===== config.mk =====
export PLATFORM = sky130hd
export DESIGN_NAME = load_ctrl_flat
export DESIGN_NICKNAME = d
export VERILOG_FILES = /design/src/rtl/load_ctrl_if.sv /design/src/rtl/load_ctrl.sv /design/src/flat_wrapper.sv
export SDC_FILE = /design/constraint.sdc
export NUM_CORES = 1
export LEC_CHECK = 0
export ABC_AREA = 1
export BUFFER_PORTS_ARGS = -buffer_cell sky130_fd_sc_hd__buf_2
export CORE_MARGIN = 3
export CORE_UTILIZATION = 45
export DETAILED_ROUTE_END_ITERATION = 7
export PLACE_DENSITY = 0.8
export SYNTH_ARGS = -nofsm -noshare
export SYNTH_HDL_FRONTEND = slang
export SYNTH_SLANG_ARGS = --single-unit

===== constraint.sdc =====
create_clock -name clk -period 4.34 [get_ports clk]
set_input_delay 0.217 -clock clk [delete_from_list [all_inputs] [get_ports clk]]
set_output_delay 0.217 -clock clk [all_outputs]
set_load 0.1 [all_outputs]

===== src/rtl/load_ctrl_if.sv =====
// Handshake and bus bundle between the load sequencer and its instruction source, register file and data RAM.
// The master side is the sequencer; the slave side is the surrounding pipeline and memory.
interface load_ctrl_if #(
  parameter int XPRLEN = 32,
  parameter int ADDR_W = 8
);
  logic              instr_valid;
  logic [31:0]       instr;
  logic              instr_ready;
  logic [4:0]        rs1_idx;
  logic [XPRLEN-1:0] rs1_data;
  logic              mem_rden;
  logic [ADDR_W-1:0] mem_addr;
  logic [31:0]       mem_rdata;
  logic              wb_en;
  logic [4:0]        wb_idx;
  logic [XPRLEN-1:0] wb_data;
  logic              illegal;
  logic              misalign;
  logic              busy;

  modport master (
    input  instr_valid, instr, rs1_data, mem_rdata,
    output instr_ready, rs1_idx, mem_rden, mem_addr, wb_en, wb_idx, wb_data,
           illegal, misalign, busy
  );

  modport slave (
    output instr_valid, instr, rs1_data, mem_rdata,
    input  instr_ready, rs1_idx, mem_rden, mem_addr, wb_en, wb_idx, wb_data,
           illegal, misalign, busy
  );
endinterface


===== src/rtl/load_ctrl.sv =====
// Load sequencer: one load in flight, RAM read at accept+1, wb_en at accept+2+MEM_LAT, faults pulse at accept+1.
// Backpressure: instr_ready only in IDLE; RAM and register write port are never stalled.
module load_ctrl #(
  parameter int XPRLEN  = 32,
  parameter int ADDR_W  = 8,
  parameter int MEM_LAT = 2
) (
  input logic         clk,
  input logic         rst,
  load_ctrl_if.master bus
);
  localparam int         CNT_W   = (MEM_LAT > 1) ? $clog2(MEM_LAT) : 1;
  localparam logic [6:0] OP_LOAD = 7'b0000011;

  typedef struct packed {
    logic [4:0]  rd;
    logic [4:0]  rs1;
    logic [11:0] imm;
    logic [2:0]  funct3;
    logic [6:0]  opcode;
  } instr_t;

  typedef enum logic [1:0] {IDLE, ADDR, WAIT, WB} state_t;

  state_t            state_q, state_d;
  instr_t            iw;
  logic              accept;
  logic [4:0]        rd_q;
  logic [2:0]        f3_q;
  logic [6:0]        op_q;
  logic [ADDR_W-1:0] addr_q;
  logic [CNT_W-1:0]  cnt_q;
  logic [XPRLEN-1:0] result_q;
  logic [XPRLEN-1:0] ext_d;
  logic [XPRLEN-1:0] imm_sext;
  logic [31:0]       shifted;
  logic              bad_op, bad_align;
  logic              rden_c, wb_c, ill_c, mis_c;

  assign iw       = instr_t'(bus.instr);
  assign accept   = bus.instr_valid & bus.instr_ready;
  assign imm_sext = {{(XPRLEN-12){iw.imm[11]}}, iw.imm};

  // LD (011), LWU (110) and 111 are rejected; opcode check takes priority over alignment.
  assign bad_op    = (op_q != OP_LOAD) || (f3_q == 3'b011) || (f3_q[2:1] == 2'b11);
  assign bad_align = ((f3_q[1:0] == 2'b01) && addr_q[0]) ||
                     ((f3_q == 3'b010) && (addr_q[1:0] != 2'b00));

  always_ff @(posedge clk or posedge rst) begin
    if (rst) state_q <= IDLE;
    else     state_q <= state_d;
  end

  always_comb begin
    state_d = state_q;
    rden_c  = 1'b0;
    wb_c    = 1'b0;
    ill_c   = 1'b0;
    mis_c   = 1'b0;
    case (state_q)
      IDLE: if (accept) state_d = ADDR;
      ADDR: begin
        if (bad_op) begin
          ill_c   = 1'b1;
          state_d = IDLE;
        end else if (bad_align) begin
          mis_c   = 1'b1;
          state_d = IDLE;
        end else begin
          rden_c  = 1'b1;
          state_d = WAIT;
        end
      end
      WAIT: if (cnt_q == '0) state_d = WB;
      WB: begin
        wb_c    = (rd_q != 5'd0);
        state_d = IDLE;
      end
      default: state_d = IDLE;
    endcase
  end

  // Alignment is guaranteed by now, so one byte-granular shift serves byte, half and word lanes.
  always_comb begin
    shifted = bus.mem_rdata >> {addr_q[1:0], 3'b000};
    ext_d   = XPRLEN'(shifted);
    case (f3_q)
      3'b000:  ext_d = {{(XPRLEN-8){shifted[7]}}, shifted[7:0]};
      3'b001:  ext_d = {{(XPRLEN-16){shifted[15]}}, shifted[15:0]};
      3'b100:  ext_d = {{(XPRLEN-8){1'b0}}, shifted[7:0]};
      3'b101:  ext_d = {{(XPRLEN-16){1'b0}}, shifted[15:0]};
      default: ext_d = XPRLEN'(shifted);
    endcase
  end

  always_ff @(posedge clk or posedge rst) begin
    if (rst) begin
      rd_q     <= '0;
      f3_q     <= '0;
      op_q     <= '0;
      addr_q   <= '0;
      cnt_q    <= '0;
      result_q <= '0;
    end else begin
      if (accept) begin
        rd_q   <= iw.rd;
        f3_q   <= iw.funct3;
        op_q   <= iw.opcode;
        addr_q <= ADDR_W'(bus.rs1_data + imm_sext);
      end
      if (rden_c) begin
        cnt_q <= CNT_W'(MEM_LAT - 1);
      end else if (state_q == WAIT) begin
        if (cnt_q == '0) result_q <= ext_d;
        else             cnt_q    <= cnt_q - 1'b1;
      end
    end
  end

  assign bus.instr_ready = (state_q == IDLE);
  assign bus.busy        = (state_q != IDLE);
  assign bus.rs1_idx     = iw.rs1;
  assign bus.mem_rden    = rden_c;
  assign bus.mem_addr    = addr_q;
  assign bus.wb_en       = wb_c;
  assign bus.wb_idx      = rd_q;
  assign bus.wb_data     = result_q;
  assign bus.illegal     = ill_c;
  assign bus.misalign    = mis_c;
endmodule


===== src/flat_wrapper.sv =====
// flat-port wrapper written by rule: the top's interface ports become plain ports
module load_ctrl_flat 
#(
  parameter int XPRLEN  = 32,
  parameter int ADDR_W  = 8,
  parameter int MEM_LAT = 2
)
  (clk, rst, bus_instr_valid, bus_instr, bus_rs1_data, bus_mem_rdata, bus_instr_ready, bus_rs1_idx, bus_mem_rden, bus_mem_addr, bus_wb_en, bus_wb_idx, bus_wb_data, bus_illegal, bus_misalign, bus_busy);
  load_ctrl_if #(.XPRLEN(XPRLEN), .ADDR_W(ADDR_W)) bus_i ();
  input logic clk;
  input logic rst;
  input wire logic [$bits(bus_i.instr_valid)-1:0] bus_instr_valid;
  input wire logic [$bits(bus_i.instr)-1:0] bus_instr;
  input wire logic [$bits(bus_i.rs1_data)-1:0] bus_rs1_data;
  input wire logic [$bits(bus_i.mem_rdata)-1:0] bus_mem_rdata;
  output wire logic [$bits(bus_i.instr_ready)-1:0] bus_instr_ready;
  output wire logic [$bits(bus_i.rs1_idx)-1:0] bus_rs1_idx;
  output wire logic [$bits(bus_i.mem_rden)-1:0] bus_mem_rden;
  output wire logic [$bits(bus_i.mem_addr)-1:0] bus_mem_addr;
  output wire logic [$bits(bus_i.wb_en)-1:0] bus_wb_en;
  output wire logic [$bits(bus_i.wb_idx)-1:0] bus_wb_idx;
  output wire logic [$bits(bus_i.wb_data)-1:0] bus_wb_data;
  output wire logic [$bits(bus_i.illegal)-1:0] bus_illegal;
  output wire logic [$bits(bus_i.misalign)-1:0] bus_misalign;
  output wire logic [$bits(bus_i.busy)-1:0] bus_busy;
  assign bus_i.instr_valid = bus_instr_valid;
  assign bus_i.instr = bus_instr;
  assign bus_i.rs1_data = bus_rs1_data;
  assign bus_i.mem_rdata = bus_mem_rdata;
  assign bus_instr_ready = bus_i.instr_ready;
  assign bus_rs1_idx = bus_i.rs1_idx;
  assign bus_mem_rden = bus_i.mem_rden;
  assign bus_mem_addr = bus_i.mem_addr;
  assign bus_wb_en = bus_i.wb_en;
  assign bus_wb_idx = bus_i.wb_idx;
  assign bus_wb_data = bus_i.wb_data;
  assign bus_illegal = bus_i.illegal;
  assign bus_misalign = bus_i.misalign;
  assign bus_busy = bus_i.busy;
  load_ctrl #(.XPRLEN(XPRLEN), .ADDR_W(ADDR_W), .MEM_LAT(MEM_LAT)) u_core (.clk(clk), .rst(rst), .bus(bus_i));
endmodule

==> results.md <==
- Hold crit path type: input pin to flip-flop
- Sw Ratio: 0.5762
- WP data required: 4.12 ns
- Clock transition at the registers of the reported paths: 0.06 ns
- Sequential Power Share: 0.256
- Routed WL: 9328 um
- Power share of the combinational group: 0.569
- Final WS setup: 1.558 ns
- Share of layout cells above drive strength 1: 0.2547
- Setup Skew: 0.01069 ns
- Slew HR: 0.3980
- Post-CTS Setup Repair Bufs: 0
- 1st-pass router iterations: 5
- I/O pins: 155
- Clk sinks: 58
- Worst-skew pair later-pin latency: 0.34 ns
- Port Buf Inserts: 116
- Commonest cells post-synth: nand2_1, dfrtp_1, nand3_1
- First-pass GRT wire length: 15,220 um
- Count of final hold-check violations: 0
- VDD IR max: 0.3111 mV
- Vias in the first global route: 3,232
- Cells after synthesis: 477
- Unrepaired setup endpoints after global routing: no
- Antenna diode count: 0
- CTS Buffer Depth: 2
- Leak: 2.462 nW
- Fin crit share: 0.6409
- Synth top area cells: dfrtp_1, nand2_1, nand3_1
- CTS tree: done
- Final instance area: 0.004223 mm2
- # hold bufs at CTS: 0
- DIE WIDTH: 94.06 um
- Ys flop type: dfrtp_1
- Placement-stage worst setup slack: 1.948 ns
- Hold slack: 0.07273 ns
- Yosys warns: 0
- Vias per inst: 5.138
- Drt initial violations: 388
- Crit-path max FO: 43
- Top cell type's share of synthesized area: 0.4159
- CP endpoint kind: primary output
- Min Tclk post-route: 2.782 ns
- Tot GR Track Use: 0.2200
- Fraction of registers with async set/reset: 1.000
- Finish-stage setup viols: 0
- CP arrival: 2.56 ns
- Setup CP Type: flip-flop to primary output
- Final Wtd Congestion: 0.9079
- Drt wl/cell: 13.72 um
- Fin. max-slew vios: 0
- DRC viols: 0
- Post-cts resize count: 0
- Row count: 31
- Count leader, synth: nand2_1
- Yosys cell types: 28
- Internal cell power: 1.350 mW
- Core area: 0.007370 mm2
- Die height: 94.06 um
- Pwr/cell area: 754.6 mW/mm2
- Initial core utilization: 0.4735
- Largest net degree at the start of global routing: 59
- DP Wirelength: 6395 um
- Mapped Area: 0.003490 mm2
- Syn_area_per_cell: 7.316 um2
- Worst Tran Pin Value: 0.9031 ns
- Area Growth Syn to Fin: 21.01%
- Seq/Total Area, Yosys: 0.4159
- Seq cells post-synth: 58
- TritonCTS Buffers: 9
- Gr ovfl total: 0
- Post-synth EDFFs: 0
- Max Cap Viol: 0
- Achievable Freq: 0.3595 GHz
- Antenna violations before repair: 0
- Die area: 0.008847 mm2
- NetSw: 1.836 mW
- Worst setup SP type: flip-flop
- Syn nets: 584
- Cell taking the most area after synthesis: dfrtp_1
- Cell Count, Final, Fillers Out: 680
- Htree depth: 3
- Post-route ant nets: 0
- Final #Nets: 683
- Clock share of power: 0.175
- Setup TNS: 0 ns
- Vias: 3,494
- Root Buffer: clkbuf_8
- Placed cells: 664
- Status: finished, final reports clean
- Post-DP Area: 0.004004 mm2
==> layer usage <==
layer  share of wire  vias up  GRT usage
li1                -     1702          -
met1            0.43     1573     0.2921
met2            0.46      189     0.3394
met3           0.088       30    0.06410
met4           0.023        0    0.08303
met5               0        -          0
==> power groups by stage <==
stage / Clock [mW] / Combinational (mW) / Sequential [mW]
after global placement: 0 / 1.79 / 0.820
after floorplan: 0 / 0.493 / 1.87
after global routing: 0.601 / 1.91 / 0.837
after detailed placement: 0 / 1.81 / 0.824
final: 0.556 / 1.81 / 0.817
after CTS: 0.566 / 1.82 / 0.815
==> layout by cell type, fill, tap and decap left out <==
cell | synthesis | layout
inv_1 | 50 | 49
o211ai_1 | 7 | 7
buf_4 | 10 | 1
inv_2 | 5 | 6
a31oi_1 | 16 | 16
inv_4 | 1 | 1
bufinv_16 | 0 | 2
nor3_1 | 2 | 2
nor2_4 | 1 | 1
a21oi_1 | 11 | 11
clkbuf_1 | 3 | 1
nand2_1 | 179 | 179
nor2_1 | 6 | 6
nand2_4 | 1 | 1
fa_1 | 1 | 1
clkinv_2 | 0 | 2
clkinvlp_4 | 0 | 1
nand2_2 | 4 | 4
buf_2 | 11 | 116
nand4_1 | 3 | 3
xnor2_1 | 4 | 4
or2_0 | 6 | 6
o21ai_0 | 4 | 4
nand3_1 | 52 | 52
clkbuf_8 | 0 | 10
ha_1 | 7 | 7
o21ai_1 | 10 | 10
nor2_2 | 2 | 2
nand3b_4 | 1 | 1
dfrtp_1 | 58 | 58
or2_1 | 17 | 17
==> worst paths after layout <==
path / startpoint / end / slack [ns] / depth (start not counted)
max: u_core.bus.mem_addr[0] / bus_misalign / 1.56 / 5
min: bus_instr[1] / u_core.op_q[1] / 0.07 / 3
max reg2reg: u_core.bus.mem_addr[0] / u_core.bus.wb_data[23] / 2.14 / 7
min reg2reg: u_core.bus.wb_data[1] / u_core.bus.wb_data[1] / 0.48 / 2
max in group asynchronous: rst / u_core.f3_q[2] / 3.76 / 3
min in group asynchronous: rst / u_core.bus.wb_data[2] / 0.09 / 3
==> logic make-up (layout without fill, tap and decap cells) <==
family / count (synthesis) / in the layout / synth area share
AO/OA/AOI/OAI: 48 / 48 / 0.07960
XOR/XNOR: 4 / 4 / 0.01004
adder cells (fa/ha/maj): 8 / 8 / 0.03083
buffers and inverters: 85 / 189 / 0.1176
flip-flops: 58 / 58 / 0.4159
AND/OR/NAND/NOR: 274 / 274 / 0.3460
==> state kept, by name, summed over array words and instances, names as in the netlist, named ones only <==
name / count
u_core.bus.wb_idx: 5
u_core.bus.mem_addr: 8
u_core.f3_q: 3
u_core.state_q: 1
u_core.op_q: 7
u_core.cnt_q: 1
u_core.bus.wb_data: 32
==> cell type report <==
cell class,instances,area [um2]
Tap cell,99,123.9
Fill cell,707,3147
Sequential cell,58,1451
Timing Repair Buffer,117,588.1
Clock buffer,11,141.4
Multi-Input combinational cell,334,1628
Inverter,56,212.7
Clock inverter,5,77.57
==> metrics by stage <==
stage          power [mW]  utilization
6_report            3.187       0.5730
5_1_grt             3.351       0.5730
4_1_cts             3.198       0.5730
3_5_place_dp        2.633       0.5433
3_3_place_gp        2.613       0.5433
2_1_floorplan       2.368            -
==> worst max-delay path: stages, from the launching register on <==
cell and delay, ns:
dfrtp_1 0.93, inv_4 0.34, o21ai_1 0.22, nand3_1 0.16, nor2_1 0.13, buf_2 0.43
No activity file was read; power rests on OpenSTA's default activity.
